## src/rtl/lc3_execute.sv

```systemverilog
// lc3_execute -- execute stage of the LC3 pipeline.
//
// Sits between decode and writeback. It selects the operands, runs the ALU and
// the address adder, and registers the results for writeback and memory access.
// Latency is one cycle. When enable_execute is low, every registered output
// holds its value.
//
// Optional feature: define LC3_EXEC_BYPASS_EN to build the operand forwarding
// muxes (previous aluout and Mem_Bypass_Val). When it is not defined, the four
// bypass inputs are ignored and the operands always come from vsr1/vsr2.
//
// Ports:
//   clock            in   1  rising-edge clock
//   reset            in   1  asynchronous, active-low; clears all registered outputs
//   enable_execute   in   1  1 = capture a new instruction, 0 = hold
//   E_Control        in   6  {alu_control[1:0], pcselect1[1:0], pcselect2, op2select}
//   IR               in  16  decoded instruction
//   npc_in           in  16  PC+1 of the instruction
//   W_Control_in     in   2  writeback control, passed through a register
//   Mem_Control_in   in   1  memory control, passed through a register
//   vsr1, vsr2       in  16  register-file read data
//   bypass_alu_1/2   in   1  select previous aluout for operand 1/2
//   bypass_mem_1/2   in   1  select Mem_Bypass_Val for operand 1/2
//   Mem_Bypass_Val   in  16  memory-stage forwarding value
//   aluout           out 16  registered ALU result (address result for LEA)
//   pcout            out 16  registered address result
//   dr               out  3  registered destination register IR[11:9]
//   IR_Exec          out 16  registered copy of IR
//   NZP              out  3  registered branch condition mask
//   M_Data           out 16  registered store data (operand 2)
//   W_Control_out    out  2  registered W_Control_in
//   Mem_Control_out  out  1  registered Mem_Control_in
//   sr1, sr2         out  3  combinational source-register indices
module lc3_execute (
  input  logic        clock,
  input  logic        reset,
  input  logic        enable_execute,
  input  logic [5:0]  E_Control,
  input  logic [15:0] IR,
  input  logic [15:0] npc_in,
  input  logic [1:0]  W_Control_in,
  input  logic        Mem_Control_in,
  input  logic [15:0] vsr1,
  input  logic [15:0] vsr2,
  input  logic        bypass_alu_1,
  input  logic        bypass_alu_2,
  input  logic        bypass_mem_1,
  input  logic        bypass_mem_2,
  input  logic [15:0] Mem_Bypass_Val,
  output logic [15:0] aluout,
  output logic [15:0] pcout,
  output logic [2:0]  dr,
  output logic [15:0] IR_Exec,
  output logic [2:0]  NZP,
  output logic [15:0] M_Data,
  output logic [1:0]  W_Control_out,
  output logic        Mem_Control_out,
  output logic [2:0]  sr1,
  output logic [2:0]  sr2
);

  localparam logic [3:0] OP_BR  = 4'b0000;
  localparam logic [3:0] OP_ST  = 4'b0011;
  localparam logic [3:0] OP_STR = 4'b0111;
  localparam logic [3:0] OP_STI = 4'b1011;
  localparam logic [3:0] OP_JMP = 4'b1100;
  localparam logic [3:0] OP_LEA = 4'b1110;

  logic [1:0]  alu_control;
  logic [1:0]  pcselect1;
  logic        pcselect2;
  logic        op2select;
  logic [3:0]  opcode;

  logic [15:0] op1, op2, alu_b, alu_res, addr_base, pc_res;
  logic signed [15:0] imm5_s, off11_s, off9_s, off6_s, addr_off_s;

  logic [15:0] aluout_q, aluout_d;
  logic [15:0] pcout_q, pcout_d;
  logic [2:0]  dr_q, dr_d;
  logic [15:0] ir_q, ir_d;
  logic [2:0]  nzp_q, nzp_d;
  logic [15:0] mdata_q, mdata_d;
  logic [1:0]  wctl_q, wctl_d;
  logic        mctl_q, mctl_d;

  assign {alu_control, pcselect1, pcselect2, op2select} = E_Control;
  assign opcode = IR[15:12];

  // Stores read the data register from IR[11:9] instead of IR[2:0].
  assign sr1 = IR[8:6];
  assign sr2 = (opcode == OP_ST || opcode == OP_STR || opcode == OP_STI) ? IR[11:9] : IR[2:0];

`ifdef LC3_EXEC_BYPASS_EN
  // Forwarding reads the aluout register directly, so back-to-back dependent
  // ALU ops need no stall. The ALU bypass takes priority over the memory bypass.
  assign op1 = bypass_alu_1 ? aluout_q : (bypass_mem_1 ? Mem_Bypass_Val : vsr1);
  assign op2 = bypass_alu_2 ? aluout_q : (bypass_mem_2 ? Mem_Bypass_Val : vsr2);
`else
  logic unused_bypass;
  assign unused_bypass = ^{bypass_alu_1, bypass_alu_2, bypass_mem_1, bypass_mem_2, Mem_Bypass_Val};
  assign op1 = vsr1;
  assign op2 = vsr2;
`endif

  assign imm5_s  = {{11{IR[4]}}, IR[4:0]};
  assign off11_s = {{5{IR[10]}}, IR[10:0]};
  assign off9_s  = {{7{IR[8]}}, IR[8:0]};
  assign off6_s  = {{10{IR[5]}}, IR[5:0]};

  assign alu_b = op2select ? op2 : imm5_s;

  always_comb begin
    alu_res = op1;
    unique case (alu_control)
      2'b00:   alu_res = op1 + alu_b;
      2'b01:   alu_res = op1 & alu_b;
      2'b10:   alu_res = ~op1;
      default: alu_res = op1;
    endcase
  end

  always_comb begin
    addr_off_s = '0;
    unique case (pcselect1)
      2'b00:   addr_off_s = off11_s;
      2'b01:   addr_off_s = off9_s;
      2'b10:   addr_off_s = off6_s;
      default: addr_off_s = '0;
    endcase
  end

  assign addr_base = pcselect2 ? npc_in : op1;
  assign pc_res    = addr_base + addr_off_s;

  always_comb begin
    aluout_d = (opcode == OP_LEA) ? pc_res : alu_res;
    pcout_d  = pc_res;
    dr_d     = IR[11:9];
    ir_d     = IR;
    mdata_d  = op2;
    wctl_d   = W_Control_in;
    mctl_d   = Mem_Control_in;
    nzp_d    = 3'b000;
    if (opcode == OP_BR)       nzp_d = IR[11:9];
    else if (opcode == OP_JMP) nzp_d = 3'b111;
  end

  // Stage boundary: execute -> writeback/memory.
  always_ff @(posedge clock or negedge reset) begin
    if (!reset) begin
      aluout_q <= '0;
      pcout_q  <= '0;
      dr_q     <= '0;
      ir_q     <= '0;
      nzp_q    <= '0;
      mdata_q  <= '0;
      wctl_q   <= '0;
      mctl_q   <= 1'b0;
    end else if (enable_execute) begin
      aluout_q <= aluout_d;
      pcout_q  <= pcout_d;
      dr_q     <= dr_d;
      ir_q     <= ir_d;
      nzp_q    <= nzp_d;
      mdata_q  <= mdata_d;
      wctl_q   <= wctl_d;
      mctl_q   <= mctl_d;
    end
  end

  assign aluout          = aluout_q;
  assign pcout           = pcout_q;
  assign dr              = dr_q;
  assign IR_Exec         = ir_q;
  assign NZP             = nzp_q;
  assign M_Data          = mdata_q;
  assign W_Control_out   = wctl_q;
  assign Mem_Control_out = mctl_q;

endmodule
```

## config.mk

```make
export PLATFORM = sky130hd
export DESIGN_NAME = lc3_execute
export DESIGN_NICKNAME = d
export VERILOG_FILES = /design/src/rtl/lc3_execute.sv
export SDC_FILE = /design/constraint.sdc
export NUM_CORES = 1
export LEC_CHECK = 0
export ABC_CLOCK_PERIOD_IN_PS = 1300
export CAP_MARGIN = 5
export CORE_ASPECT_RATIO = 1.1
export CORE_MARGIN = 1
export CORE_UTILIZATION = 30
export DETAILED_ROUTE_END_ITERATION = 10
export HOLD_SLACK_MARGIN = 0.02
export PLACE_DENSITY_LB_ADDON = 0.12
export SETUP_SLACK_MARGIN = 0.02
export SYNTH_ARGS = -nofsm -noshare
export SYNTH_HDL_FRONTEND = slang
export SYNTH_SLANG_ARGS = --single-unit
```

## constraint.sdc

```tcl
create_clock -name clock -period 1.3 [get_ports clock]
set_clock_uncertainty 0.05 [all_clocks]
set_input_delay 0.325 -clock clock [delete_from_list [all_inputs] [get_ports clock]]
set_output_delay 0.325 -clock clock [all_outputs]
set_load 0.05 [all_outputs]
```

-- After elaboration in Yosys (flattened, before gate mapping)
Cells that the tools add are included.
- register bits: 73
- bits in latches: 0
- RAM bits: 0
- memory bits (read-only): 0
- output and inout port bits: 79
- logic and storage cells: 34
- memories: 0
- $add $sub $neg: 2
- multipliers: 0
- div/mod/pow operators: 0
- magnitude comparators: 0
- equality and inequality tests: 9
- shift-type cells: 0
- multiplexer cells: 8
- bitwise operators: 2
- reductions and logical operators: 5
- operator list (cell ; count):
    16-bit one-hot mux with 3 select lines ; 2
    16-bit two-way mux ; 3
    16-bit adder ; 2
    16-bit bitwise AND ; 1
    16-bit NOT ; 1
    4-bit equality test (second input constant) ; 3
    3-bit two-way mux ; 3
    2-bit by 1-bit equality test with 1-bit output (second input constant) ; 2
    2-bit equality test (second input constant) ; 2
    4-bit by 2-bit equality test with 1-bit output (second input constant) ; 1
    4-bit by 3-bit equality test with 1-bit output (second input constant) ; 1
    2-bit logical NOT ; 2
    4-bit logical NOT ; 1
    1-bit logical OR ; 2

-- Logic depth before layout (Yosys ltp)
- depth in word-level cells: 4
- mapped depth: 13
- mapped depth without buffers: 12

-- Worst setup path after synthesis
No wires, ideal clock.
- kind: input port to flip-flop
- from: input port E_Control[1]
- to: register aluout_q[15], in the netlist aluout[15]
- library setup time: 136 ps
- arrival: 3039 ps
- setup slack: -1925 ps
- cell stages on the path: 12
- buffers on the path: 2
- cells stage by stage: clkbuf_1 buf_1 mux2i_1 inv_1 ha_1 a211oi_2 o211ai_1 a31oi_4 a31oi_2 or4_1 nand3_2 o221ai_2
- cells in the longest elaborated chain, start to end: 3
- RTL lines (item ; RTL line ; text):
    start, declared ; 38 ; input logic [5:0] E_Control,
    16-bit two-way mux ; 133 ; assign addr_base = pcselect2 ? npc_in : op1;
    16-bit adder ; 134 ; assign pc_res = addr_base + addr_off_s;
    16-bit two-way mux ; 137 ; aluout_d = (opcode == OP_LEA) ? pc_res : alu_res;
    end signal, assigned ; 161 ; aluout_q <= aluout_d;
    end, declared ; 78 ; logic [15:0] aluout_q, aluout_d;
Every way passes these cells.
A chain may end at the register's enable or synchronous reset.

-- Worst setup path in the final report
- from: input port vsr1[6]
- to: register aluout_q[15], in the netlist aluout[15]
- cells in the longest elaborated chain, start to end: 3
- elaborated cells on any way between the ends: 5
- those cells by class: add/sub (2); mux (3)
- RTL lines (item ; RTL line ; text):
    start, declared ; 43 ; input logic [15:0] vsr1,
    16-bit adder or 16-bit two-way mux (tied branches) ; 116, 133 ;
    16-bit one-hot mux with 3 select lines or 16-bit adder (tied branches) ; 115, 134 ;
    16-bit two-way mux * ; 137 ;
Mark *: on every way between the ends. The rest lies on a longest branch, timed or not.

==> flow_metrics.tcl <==
set metrics [dict create \
    cpPeakStageDelay_ps 540 \
    synth_seq_cells 70 \
    die_h_um 139 \
    max_slew_margin 0.723 \
    cts_max_path_buffers 2 \
    hold_ws_ps 190 \
    synth_area_um2 5110 \
    die_x_um 126 \
    nets 994 \
    fin_util 0.608 \
    end_kind "flip-flop" \
    syn-instance-count 540 \
    synth.avg_cell_area_um2 9.46 \
    h-tree-depth 3 \
    crit_arrival_ps 2630 \
    setup_ws_ps -1170 \
    drtPass1Iterations 5 \
    power.density_nw_per_um2 1180 \
    initial_core_util 0.310 \
    crit_chain "dlygate4sd2_1 > mux2_4 > ha_4 > a21oi_2 > o211ai_1 > a31oi_4 > a31oi_4 > or4_4 > nand3_4 > o221ai_2" \
    first_iter_violations 195 \
    gr-total-overflow 0 \
    crit_family "compound AO/OA/AOI/OAI gates" \
    fmax_mhz 404 \
    crit_slowest_cell "or4_4" \
    dr_total_vias 5346 \
    status "complete, but fails checks" \
    regToRegSetupSlack_ps 200 \
    fin_crit_sh 1.90 \
    hpwl_um 14800 \
    grt_pass1_wl_um 30000 \
    io_pins 175 \
    detail-route-antenna-nets 0 \
    power_frac_clock 0.214 \
    gp_congestion 0.855 \
    p_comb_frac 0.541 \
    cp_max_fo 3 \
    finalHoldViolations 0 \
    layout-drive-gt1-share 0.531 \
    die-area_um2 17600 \
    worstSetupPathType "input pin to flip-flop" \
    viasPerCell 4.99 \
    clk_latency_ps 340 \
    worst_pin_slew_ps 416 \
    clk_transition_reported_paths_ps 50 \
    rows 49 \
    final-setup-viol-count 51 \
    rsz0062_at_grt "yes" \
    swShare 0.369 \
    ys_types 60 \
    port_buffers 154 \
    use_met1 0.255 \
    grt_max_degree 71 \
    p_sw_w 0.00436 \
    antennaDiodeCount 0 \
    n_fill_cell 1373 \
    async_flop_share 1.00 \
    p_int_w 0.00746 \
    wire_per_inst_um 17.8 \
    clock_sinks 70 \
    syn2layout_area_growth_pct 96.4 \
    violations "negative setup slack" \
    worst-path-buf-inv 1 \
    yosys_warnings 0 \
    grtUsageMet3 0.0559 \
    drv_cap 0 \
    grt_usage 0.222 \
    r2r_start "aluout[12]$_DFFE_PN0P_" \
    grt.busiest_layer "met2" \
    crit_start "vsr1[6]" \
    use_met2 0.396 \
    max-vdd-ir-drop_v 0.000649 \
    final_max_slew_viol_count 0 \
    leakage_nw 4.61 \
    yosysSeqAreaShare 0.343 \
    core_um2 16500 \
    startpoint_type "input pin" \
    synth_enable_flop_cells 0 \
    cts_tree "done" \
    wl_um 19100 \
    sequentialPowerShare 0.245 \
    worstHoldStart "vsr2[0]" \
    drcViolationCount 0 \
    grt_pass1_vias 5834 \
    clock-root-buffer "clkbuf_16" \
    hold_class "input pin to flip-flop" \
    cts_made_buffers 9 \
    synthesis.nets 669 \
    antenna_found_initial 0 \
    cp_common_cell "a31oi_4" \
    synthFlopType "dfrtp_1" \
    fin_crit_ps 2470 \
    cp_data_required_time_ps 1460 \
]
==> final cells by class <==
type | instances | area, um^2 | area share
clock buffer | 12 | 267 | 0.0266
sequential | 70 | 1760 | 0.175
multi-input combinational | 426 | 3850 | 0.383
clock inverter | 1 | 30.0 | 0.00299
tap | 204 | 255 | 0.0254
inverter | 13 | 48.8 | 0.00486
timing repair buffer | 345 | 3830 | 0.382
==> kinds of logic after synthesis <==
logic type                 after synthesis  synth area share
DFF                                     70             0.343
and+or+nand+nor                        130             0.114
xor gates and xnor gates                38            0.0651
adders and majority gates               33            0.0838
muxes                                   70             0.153
AOI/OAI and AO/OA                      154             0.203
buffers and inverters                   45            0.0385
==> layer usage <==
metal,share of wire,up-vias,routed length (um)
li1,-,2597,-
met2,0.51,142,9810
met3,0.059,29,1130
met1,0.40,2578,7650
met4,0.025,0,471
met5,0,-,0
==> cell usage after synthesis, drive strengths merged (2+ instances only) <==
| cell type | count | share of area |
|---|---|---|
| a211oi | 7 | 0.012 |
| a21o | 11 | 0.016 |
| a21oi | 39 | 0.038 |
| a221oi | 3 | 0.0064 |
| a22oi | 7 | 0.010 |
| a31oi | 6 | 0.012 |
| and2 | 6 | 0.0073 |
| and3 | 3 | 0.0037 |
| buf | 12 | 0.014 |
| clkbuf | 20 | 0.015 |
| dfrtp | 70 | 0.34 |
| fa | 2 | 0.0078 |
| ha | 31 | 0.076 |
| inv | 13 | 0.0096 |
| mux2 | 64 | 0.14 |
| mux2i | 6 | 0.012 |
| nand2 | 61 | 0.045 |
| nand2b | 5 | 0.0061 |
| nand3 | 5 | 0.0059 |
| nand3b | 2 | 0.0029 |
| nand4 | 4 | 0.0049 |
| nor2 | 35 | 0.026 |
| nor2b | 2 | 0.0024 |
| nor3b | 2 | 0.0039 |
| o211ai | 4 | 0.0059 |
| o21a | 4 | 0.0059 |
| o21ai | 45 | 0.045 |
| o21bai | 5 | 0.0073 |
| o221ai | 3 | 0.0064 |
| o22ai | 5 | 0.0061 |
| o2bb2ai | 4 | 0.0069 |
| o31ai | 3 | 0.0081 |
| xnor2 | 15 | 0.026 |
| xor2 | 23 | 0.039 |
==> power by group through the flow <==
stage	registers (W)	logic (W)	clock network, W
2_1_floorplan	0.00389	0.00173	0
4_1_cts	0.00290	0.00614	0.00260
5_1_grt	0.00294	0.00674	0.00268
3_5_place_dp	0.00294	0.00571	0
6_report	0.00290	0.00639	0.00253
3_3_place_gp	0.00293	0.00566	0
==> what timing repair did <==
action / 4_1_cts / 5_1_grt
hold endpoints to repair: 70 / 0
pin swaps: 66 / 44
resized for setup: 148 / 67
endpoints found under the setup margin: 111 / 107
hold buffers: 1 / 0
gates cloned: 1 / 0
setup buffers: 29 / 16
==> stage by stage <==
stage	setup TNS (ps)	total power, W	setup slack [ps]	instance area [um^2]	std cells
after floorplan	-30400	0.00562	-1420	5400	540
after global placement	-59830	0.00859	-2050	8890	1017
after detailed placement	-61730	0.00864	-2120	8890	1017
after CTS	-30050	0.0116	-1310	9760	1059
after global routing	-29890	0.0124	-1250	10000	1071
final	-26450	0.0118	-1170	10000	1071
==> placed cells by master (no fill, tap or decap), types with 5 or more instances in the layout <==
cell and n:
mux2_2 45, dlygate4sd2_1 15, mux2_4 19, a21oi_2 10, buf_12 79, nand2_1 57
inv_1 10, o21ai_0 15, dlymetal6s2s_1 7, ha_1 18, a21oi_1 26, xnor2_1 10
dfrtp_1 67, clkdlybuf4s50_1 31, o21ai_1 20, clkbuf_2 5, ha_4 13, o21ai_2 8
clkbuf_16 9, nor2_1 33, xor2_1 19, a21o_1 11, buf_4 165, buf_6 30
a211oi_2 5, a22oi_1 7
==> final timing paths <==
| check | cells past startpoint | to |
|---|---|---|
| hold reg to reg | 2 | pcout[5]$_DFFE_PN0P_ |
| min in group asynchronous | 3 | M_Data[12]$_DFFE_PN0P_ |
| setup reg to reg | 3 | aluout[12]$_DFFE_PN0P_ |
| hold / removal | 2 | M_Data[0]$_DFFE_PN0P_ |
| setup / recovery | 10 | aluout[15]$_DFFE_PN0P_ |
| max in group asynchronous | 3 | dr[1]$_DFFE_PN0P_ |
==> flip-flops by register name (all words and copies together), names as in the netlist <==
register	flops
IR_Exec	14
M_Data	16
dr	2
aluout	16
W_Control_out	2
pcout	16
NZP	3
Mem_Control_out	1
No activity file was read; power rests on OpenSTA's default activity.
